<file path="config.mk">
export PLATFORM = sky130hd
export DESIGN_NAME = sodor_1stage_mem_arbiter
export DESIGN_NICKNAME = d
export VERILOG_FILES = /design/src/rtl/sodor_1stage_mem_arbiter.sv
export SDC_FILE = /design/constraint.sdc
export NUM_CORES = 1
export LEC_CHECK = 0
export CAP_MARGIN = 30
export CORE_ASPECT_RATIO = 1.1
export CORE_MARGIN = 5
export CORE_UTILIZATION = 30
export CTS_CLUSTER_DIAMETER = 80
export DETAILED_ROUTE_END_ITERATION = 8
export PLACE_DENSITY = 0.88
export SYNTH_ARGS = -nofsm -noshare
export SYNTH_HDL_FRONTEND = slang
export SYNTH_SLANG_ARGS = --single-unit
</file>
<file path="constraint.sdc">
create_clock -name clock -period 2.41 [get_ports clock]
set_input_delay 0.482 -clock clock [delete_from_list [all_inputs] [get_ports clock]]
set_output_delay 0.482 -clock clock [all_outputs]
set_load 0.02 [all_outputs]
</file>
<file path="src/rtl/sodor_1stage_mem_arbiter.sv">
// sodor_1stage_mem_arbiter
// Shares one single-outstanding memory port between instruction fetch and
// load/store traffic of the 1-stage core. Data requests have priority, so the
// executing instruction finishes before the next fetch goes out. The block also
// owns the instruction buffer, the data-miss stall flag and the registered
// interrupt edge.
// Optional feature: define SODOR_MEM_ARB_TIMEOUT_EN to bound wait states with
// an 8-bit counter. A wait that reaches TIMEOUT_CYCLES is aborted and flagged
// on bus_err.
module sodor_1stage_mem_arbiter #(
    parameter int ADDR_W         = 32,
    parameter int DATA_W         = 32,
    parameter int TIMEOUT_CYCLES = 255
) (
    input  logic              clock,
    input  logic              reset,
    input  logic              imem_req_valid,
    input  logic [ADDR_W-1:0] imem_req_addr,
    input  logic              inst_consume,
    output logic              imem_resp_valid,
    output logic [DATA_W-1:0] if_inst_buffer,
    input  logic              dmem_req_valid,
    input  logic [ADDR_W-1:0] dmem_req_addr,
    input  logic              dmem_req_wen,
    input  logic [DATA_W-1:0] dmem_req_wdata,
    output logic              dmem_resp_valid,
    output logic [DATA_W-1:0] dmem_resp_data,
    output logic              reg_dmiss,
    output logic              mem_req_valid,
    input  logic              mem_req_ready,
    output logic [ADDR_W-1:0] mem_req_addr,
    output logic              mem_req_wen,
    output logic [DATA_W-1:0] mem_req_wdata,
    input  logic              mem_resp_valid,
    input  logic [DATA_W-1:0] mem_resp_data,
    input  logic              interrupt,
    output logic              reg_interrupt_edge,
    output logic              bus_err
);

    typedef enum logic [1:0] {IDLE, I_WAIT, D_WAIT} state_t;

    state_t state;
    state_t state_next;
    logic   accept;
    logic   timeout;
    logic   ibuf_valid;
    logic   int_q;

    assign imem_resp_valid = ibuf_valid;
    assign accept          = mem_req_valid & mem_req_ready;

`ifdef SODOR_MEM_ARB_TIMEOUT_EN
    logic [7:0] wait_cnt;
    logic       bus_err_q;

    // A wait is aborted only when no response arrives in the limit cycle.
    assign timeout = (state != IDLE) && !mem_resp_valid
                     && (wait_cnt == 8'(TIMEOUT_CYCLES));
    assign bus_err = bus_err_q;

    // Wait counter: held at zero while idle, counts every cycle spent waiting.
    always_ff @(posedge clock or posedge reset) begin
        if (reset) begin
            wait_cnt  <= 8'd0;
            bus_err_q <= 1'b0;
        end else begin
            bus_err_q <= timeout;
            if (state == IDLE) begin
                wait_cnt <= 8'd0;
            end else begin
                wait_cnt <= wait_cnt + 8'd1;
            end
        end
    end
`else
    assign timeout = 1'b0;
    assign bus_err = 1'b0;
`endif

    // Request mux: only IDLE may issue, data wins over fetch.
    always_comb begin
        mem_req_valid = 1'b0;
        mem_req_addr  = imem_req_addr;
        mem_req_wen   = 1'b0;
        mem_req_wdata = '0;
        if (state == IDLE) begin
            mem_req_valid = dmem_req_valid | (imem_req_valid & ~ibuf_valid);
        end
        if (dmem_req_valid) begin
            mem_req_addr  = dmem_req_addr;
            mem_req_wen   = dmem_req_wen;
            mem_req_wdata = dmem_req_wdata;
        end
    end

    // Next state: one outstanding request; a response or abort returns to IDLE.
    always_comb begin
        state_next = state;
        case (state)
            IDLE: begin
                if (accept) begin
                    state_next = dmem_req_valid ? D_WAIT : I_WAIT;
                end
            end
            I_WAIT, D_WAIT: begin
                if (mem_resp_valid || timeout) begin
                    state_next = IDLE;
                end
            end
            default: state_next = IDLE;
        endcase
    end

    // State register; reset abandons any outstanding request.
    always_ff @(posedge clock or posedge reset) begin
        if (reset) begin
            state <= IDLE;
        end else begin
            state <= state_next;
        end
    end

    // Response capture, instruction buffer, stall flag and interrupt edge.
    always_ff @(posedge clock or posedge reset) begin
        if (reset) begin
            ibuf_valid         <= 1'b0;
            if_inst_buffer     <= '0;
            dmem_resp_valid    <= 1'b0;
            dmem_resp_data     <= '0;
            reg_dmiss          <= 1'b0;
            int_q              <= 1'b0;
            reg_interrupt_edge <= 1'b0;
        end else begin
            // A fill in the same cycle as a consume leaves the buffer valid.
            if (state == I_WAIT && mem_resp_valid) begin
                if_inst_buffer <= mem_resp_data;
                ibuf_valid     <= 1'b1;
            end else if (inst_consume) begin
                ibuf_valid <= 1'b0;
            end

            dmem_resp_valid <= (state == D_WAIT) && (mem_resp_valid || timeout);
            if (state == D_WAIT && mem_resp_valid) begin
                dmem_resp_data <= mem_resp_data;
            end else if (state == D_WAIT && timeout) begin
                dmem_resp_data <= '0;
            end

            reg_dmiss <= (state_next == D_WAIT)
                         || (state == IDLE && dmem_req_valid && !accept);

            int_q              <= interrupt;
            reg_interrupt_edge <= interrupt & ~int_q;
        end
    end

endmodule

</file>
* After elaboration in Yosys (flattened, before gate mapping)
Cells that the tools add are included.
Operators by class: reduce and logical (&&, ||, !) cells 9, multiplexer cells 10, eq/ne operators 3, bitwise operators 6
Operators with widths (count):
- 32-bit 2-to-1 mux | 2
- 2-bit 2-to-1 mux | 3
- 2-bit == test (second input constant) | 2
- 1-bit logical AND | 4
- 1-bit 2-to-1 mux | 4
- 2-bit case mux with 2 select lines | 1
- 1-bit AND | 3
- 2-bit by 1-bit == test with 1-bit output (second input constant) | 1
- 2-bit zero test | 1
- 1-bit NOT | 2
- 2-bit nonzero test | 1
- 2-bit OR reduction | 1
- 1-bit zero test | 1
- 1-bit logical OR | 1
- 1-bit bitwise OR | 1
Storage, ports and cells: output and inout port bits 135, flip-flop bits (word level) 71, input port bits 137

* Longest topological paths before layout
word-level depth 9, gate-level depth with buffers 6

* Least setup slack after synthesis
OpenSTA, ideal clock, no wires.
path type input-to-output, start input port dmem_req_valid, end output port mem_req_valid, stages 5, arrival time 1.324 ns, setup slack 0.604 ns, required time 1.928 ns, buffers on the path 3, cells stage by stage buf_2 -> buf_4 -> clkbuf_1 -> nor2_1 -> nor2_1
On the way: longest elaborated chain between the ends 2
Ends and longest elaborated chain:
- start: declaration | RTL line 22 | input logic dmem_req_valid,
- 1-bit bitwise OR | RTL line 88 | mem_req_valid = dmem_req_valid | (imem_req_valid & ~ibuf_valid);
- 1-bit 2-to-1 mux | RTL line 87 | if (state == IDLE) begin
- end: declaration | RTL line 29 | output logic mem_req_valid,
No other way between the ends.

* Worst setup path in the final report
start input port dmem_req_valid, end output port mem_req_addr[26]
On the way: longest elaborated chain between the ends 1
Ends and longest elaborated chain:
- 32-bit 2-to-1 mux | RTL line 90 | if (dmem_req_valid) begin
- end: declaration | RTL line 31 | output logic [ADDR_W-1:0] mem_req_addr,
No other way between the ends.

==> reports/qor.csv <==
stage;metric;value;unit
synth;netlist_area;0.00334;mm2
layout;antenna_cells_inserted;0;
detailed_routing;drt_iter0_markers;128;
grt;gr-max-usage-layer;met2;
timing;maxClockFrequency;445;MHz
detailed_routing;drt-total-wl;13200;um
timing;max_slew_violation_count;0;
synth;ys_top_cells_by_area;dfrtp_1 (53%), mux2_2 (32%), and2_1 (6.2%);
pwr;irDropWorstVdd;0.000950;V
synth;number_of_distinct_library_cells_after_synthesis;24;
cts;tritoncts;done;
layout;filler_cell_count;894;
place;hpwl;10900;um
setup_path;r2r_path_end;dmem_resp_data[27];
setup_path;worstPathMaxFanout;40;
synth;synth.top_cells.by_count;mux2_2 (96), dfrtp_1 (71), and2_1 (33);
min_path;min_from;int_q;
grt;grt_pass1_vias;3353;
die;ios;272;
place;gp_weighted_congestion;0.937;
setup_path;timing.critical_path.max_delay_family;buffers and inverters;
grt;grt.met1_usage;19.7;%
min_path;path_category_of_the_worst_min_delay_check;reg2reg;
pwr;total_leakage_power;2.73;nW
place;port-buffer-count;270;
cts;holdBufCountCts;0;
synth;yosys.area.top_type;dfrtp_1;
grt;antenna_found_initial;1;
die;initial_utilization;30.7;%
layout;layout-area-overhead-vs-synth;97.4;%
timing;setup_viol;0;
detailed_routing;drt-wirelength-per-cell;19.7;um
synth;postSynthRegisterBits;71;
setup_path;reg_to_reg_critical_path_startpoint;state[0];
job;cap_violations;0;
synth;synth_flop_cell;dfrtp_1;
timing;unrepaired_setup_endpoints_after_global_routing;false;
die;floorplan.die.width;111;um
grt;global_route.usage.met2;35.4;%
layout;finish.net_count;659;
grt;grt_pass1_wl;20100;um
cts;tritoncts_num_sinks;71;
die;die_area;0.0134;mm2
setup_path;worst_path_max_delay_cell;clkdlybuf4s50_1;
cts;cts_made_buffers;9;
timing;max_slew.worst_pin.slew;0.594;ns
detailed_routing;drt-pass1-iter-count;4;
synth;synthArstFlopShare;100;%
cts;ctsLongestPathBuffers;2;
layout;drive_above_1_share;24.3;%
setup_path;rr_worst_depth;5;
timing;period_share;93.1;%
grt;use_met3;8.21;%
min_path;min_path_cells;1;
setup_path;critical_path_cell_sequence;buf_2 > buf_12 > mux2_2 > clkdlybuf4s50_1;
synth;ys.warnings.count;0;
setup_path;critPathLaunchType;input pin;
synth;mappedNetlistNets;386;
synth;synth-edff-count;0;
grt;pin_count_of_the_biggest_net_entering_global_routing;46;
setup_path;minimum_setup_slack_among_reg_to_reg_paths;0.80;ns
setup_path;timing.critical_path.buf_inv;3;
grt;global_route_congestion_overflow_total;0;
timing;slew-limit-headroom;60.4;%
setup_path;worst_ep_required_time;1.93;ns
timing;finalHoldViolations;0;
timing;min_period;2.24;ns
setup_path;critPathMaxStageDelay;0.57;ns
pwr;finalPower;7.06;mW
cts;htree_num_levels;3;
die;core_region_area;0.0109;mm2
detailed_routing;drc;0;
setup_path;timing_worst_setup_path_type;in2out;
detailed_routing;vias_per_cell;4.53;
min_path;whs_endpoint;reg_interrupt_edge;
cts;cts-root-buf;clkbuf_16;
grt;track_usage;19.4;%
die;dieHeight;121;um
synth;ys_seq_area_share;53.1;%
synth;postSynthAreaPerCell;13.7;um2
setup_path;timing.critical_path.from;dmem_req_valid;
synth;synthDominantCellAreaShare;53.1;%
setup_path;worstSetupEndpointType;output pin;
timing;finClkSkew;0.00571;ns
die;core.rowCount;40;
run_status;run_status;finished, final reports clean;
cts;clk_pin_slew_worst_paths;0.06;ns
synth;netlist_instances;245;
cts;clk-insertion-delay-late;0.32;ns
detailed_routing;antenna_violating_nets_post_route;0;
synth;synthMostInstantiatedCell;mux2_2;
pwr;cell_pwr_density;1070;mW/mm2
detailed_routing;total_number_of_vias;3033;
timing;setup_tns;0;ns
setup_path;worst_ep_arrival_time;1.76;ns
stage by stage:
step	area [um2]	util [%]	hold WS (ns)	worst slack (ns)	std cells
after global placement	6240	57.2	0.384	0.0667	654
after CTS	6600	60.5	0.420	0.00865	670
after detailed placement	6240	57.2	0.413	0.0533	654
final	6600	60.5	0.414	0.165	670
after global routing	6600	60.5	0.427	0.127	670
after floorplan	3340	-	0.378	0.131	245
registers in the layout (all words and copies together), names as in the netlist:
signal	cells
imem_resp_valid	1
state	2
reg_interrupt_edge	1
dmem_resp_valid	1
int_q	1
dmem_resp_data	32
reg_dmiss	1
if_inst_buffer	32
timing repair:
action,in CTS,in global routing
setup buffers,0,0
resized for setup,1,1
pin swaps,0,0
setup endpoints to repair,1,1
where the power goes:
| group | internal, mW | total (mW) | switching [mW] |
|---|---|---|---|
| Sequential | 1.78 | 2.09 | 0.317 |
| Combinational | 1.86 | 3.44 | 1.57 |
| Clock | 1.07 | 1.53 | 0.465 |
layout make-up:
cell class | count | area [um2] | area share [%]
multi-input cells | 153 | 1470 | 22.3
flip-flops and latches | 71 | 1780 | 26.9
repair buffers | 277 | 2790 | 42.3
well taps | 147 | 184 | 2.79
clock buffers | 11 | 253 | 3.83
inverters | 6 | 22.5 | 0.341
clock inverters | 5 | 104 | 1.57
layer usage:
layer | part of all wire [%] | wire, um
met5 | 0.083 | 11
met3 | 8.9 | 1170
met4 | 2.4 | 316
met1 | 35 | 4650
met2 | 53 | 7070
kinds of logic (layout without fill, tap and decap cells):
logic type / after synthesis / after routing / synth area share (%)
AND/OR/NAND/NOR: 46 / 46 / 8.38
AO/OA/AOI/OAI: 6 / 6 / 1.61
flip-flops: 71 / 71 / 53.1
multiplexers: 96 / 96 / 32.3
adder cells (fa/ha/maj): 4 / 4 / 1.50
buffers and inverters: 21 / 299 / 2.96
other: 1 / 1 / 0.112
cell usage in the layout (no fill, tap or decap), types with 2 or more instances in the layout:
cell	count
clkbuf_16	9
inv_2	2
buf_4	4
nor2_1	3
clkbuf_8	2
and2_1	33
dfrtp_1	71
bufinv_16	3
nand2_1	4
inv_1	4
clkdlybuf4s50_1	268
buf_12	3
ha_1	3
mux2_2	96
how the worst max path moves through the flow:
stage          cells after the start  slack (ns)           endpoint
2_1_floorplan                      1        0.13  dmem_resp_data[0]
3_3_place_gp                       5        0.07      mem_req_valid
3_5_place_dp                       5        0.05      mem_req_valid
4_1_cts                            5       0.009      mem_req_valid
5_1_grt                            4        0.13   mem_req_addr[28]
6_report                           4        0.17   mem_req_addr[26]
Power figures use the tool's default switching activity.
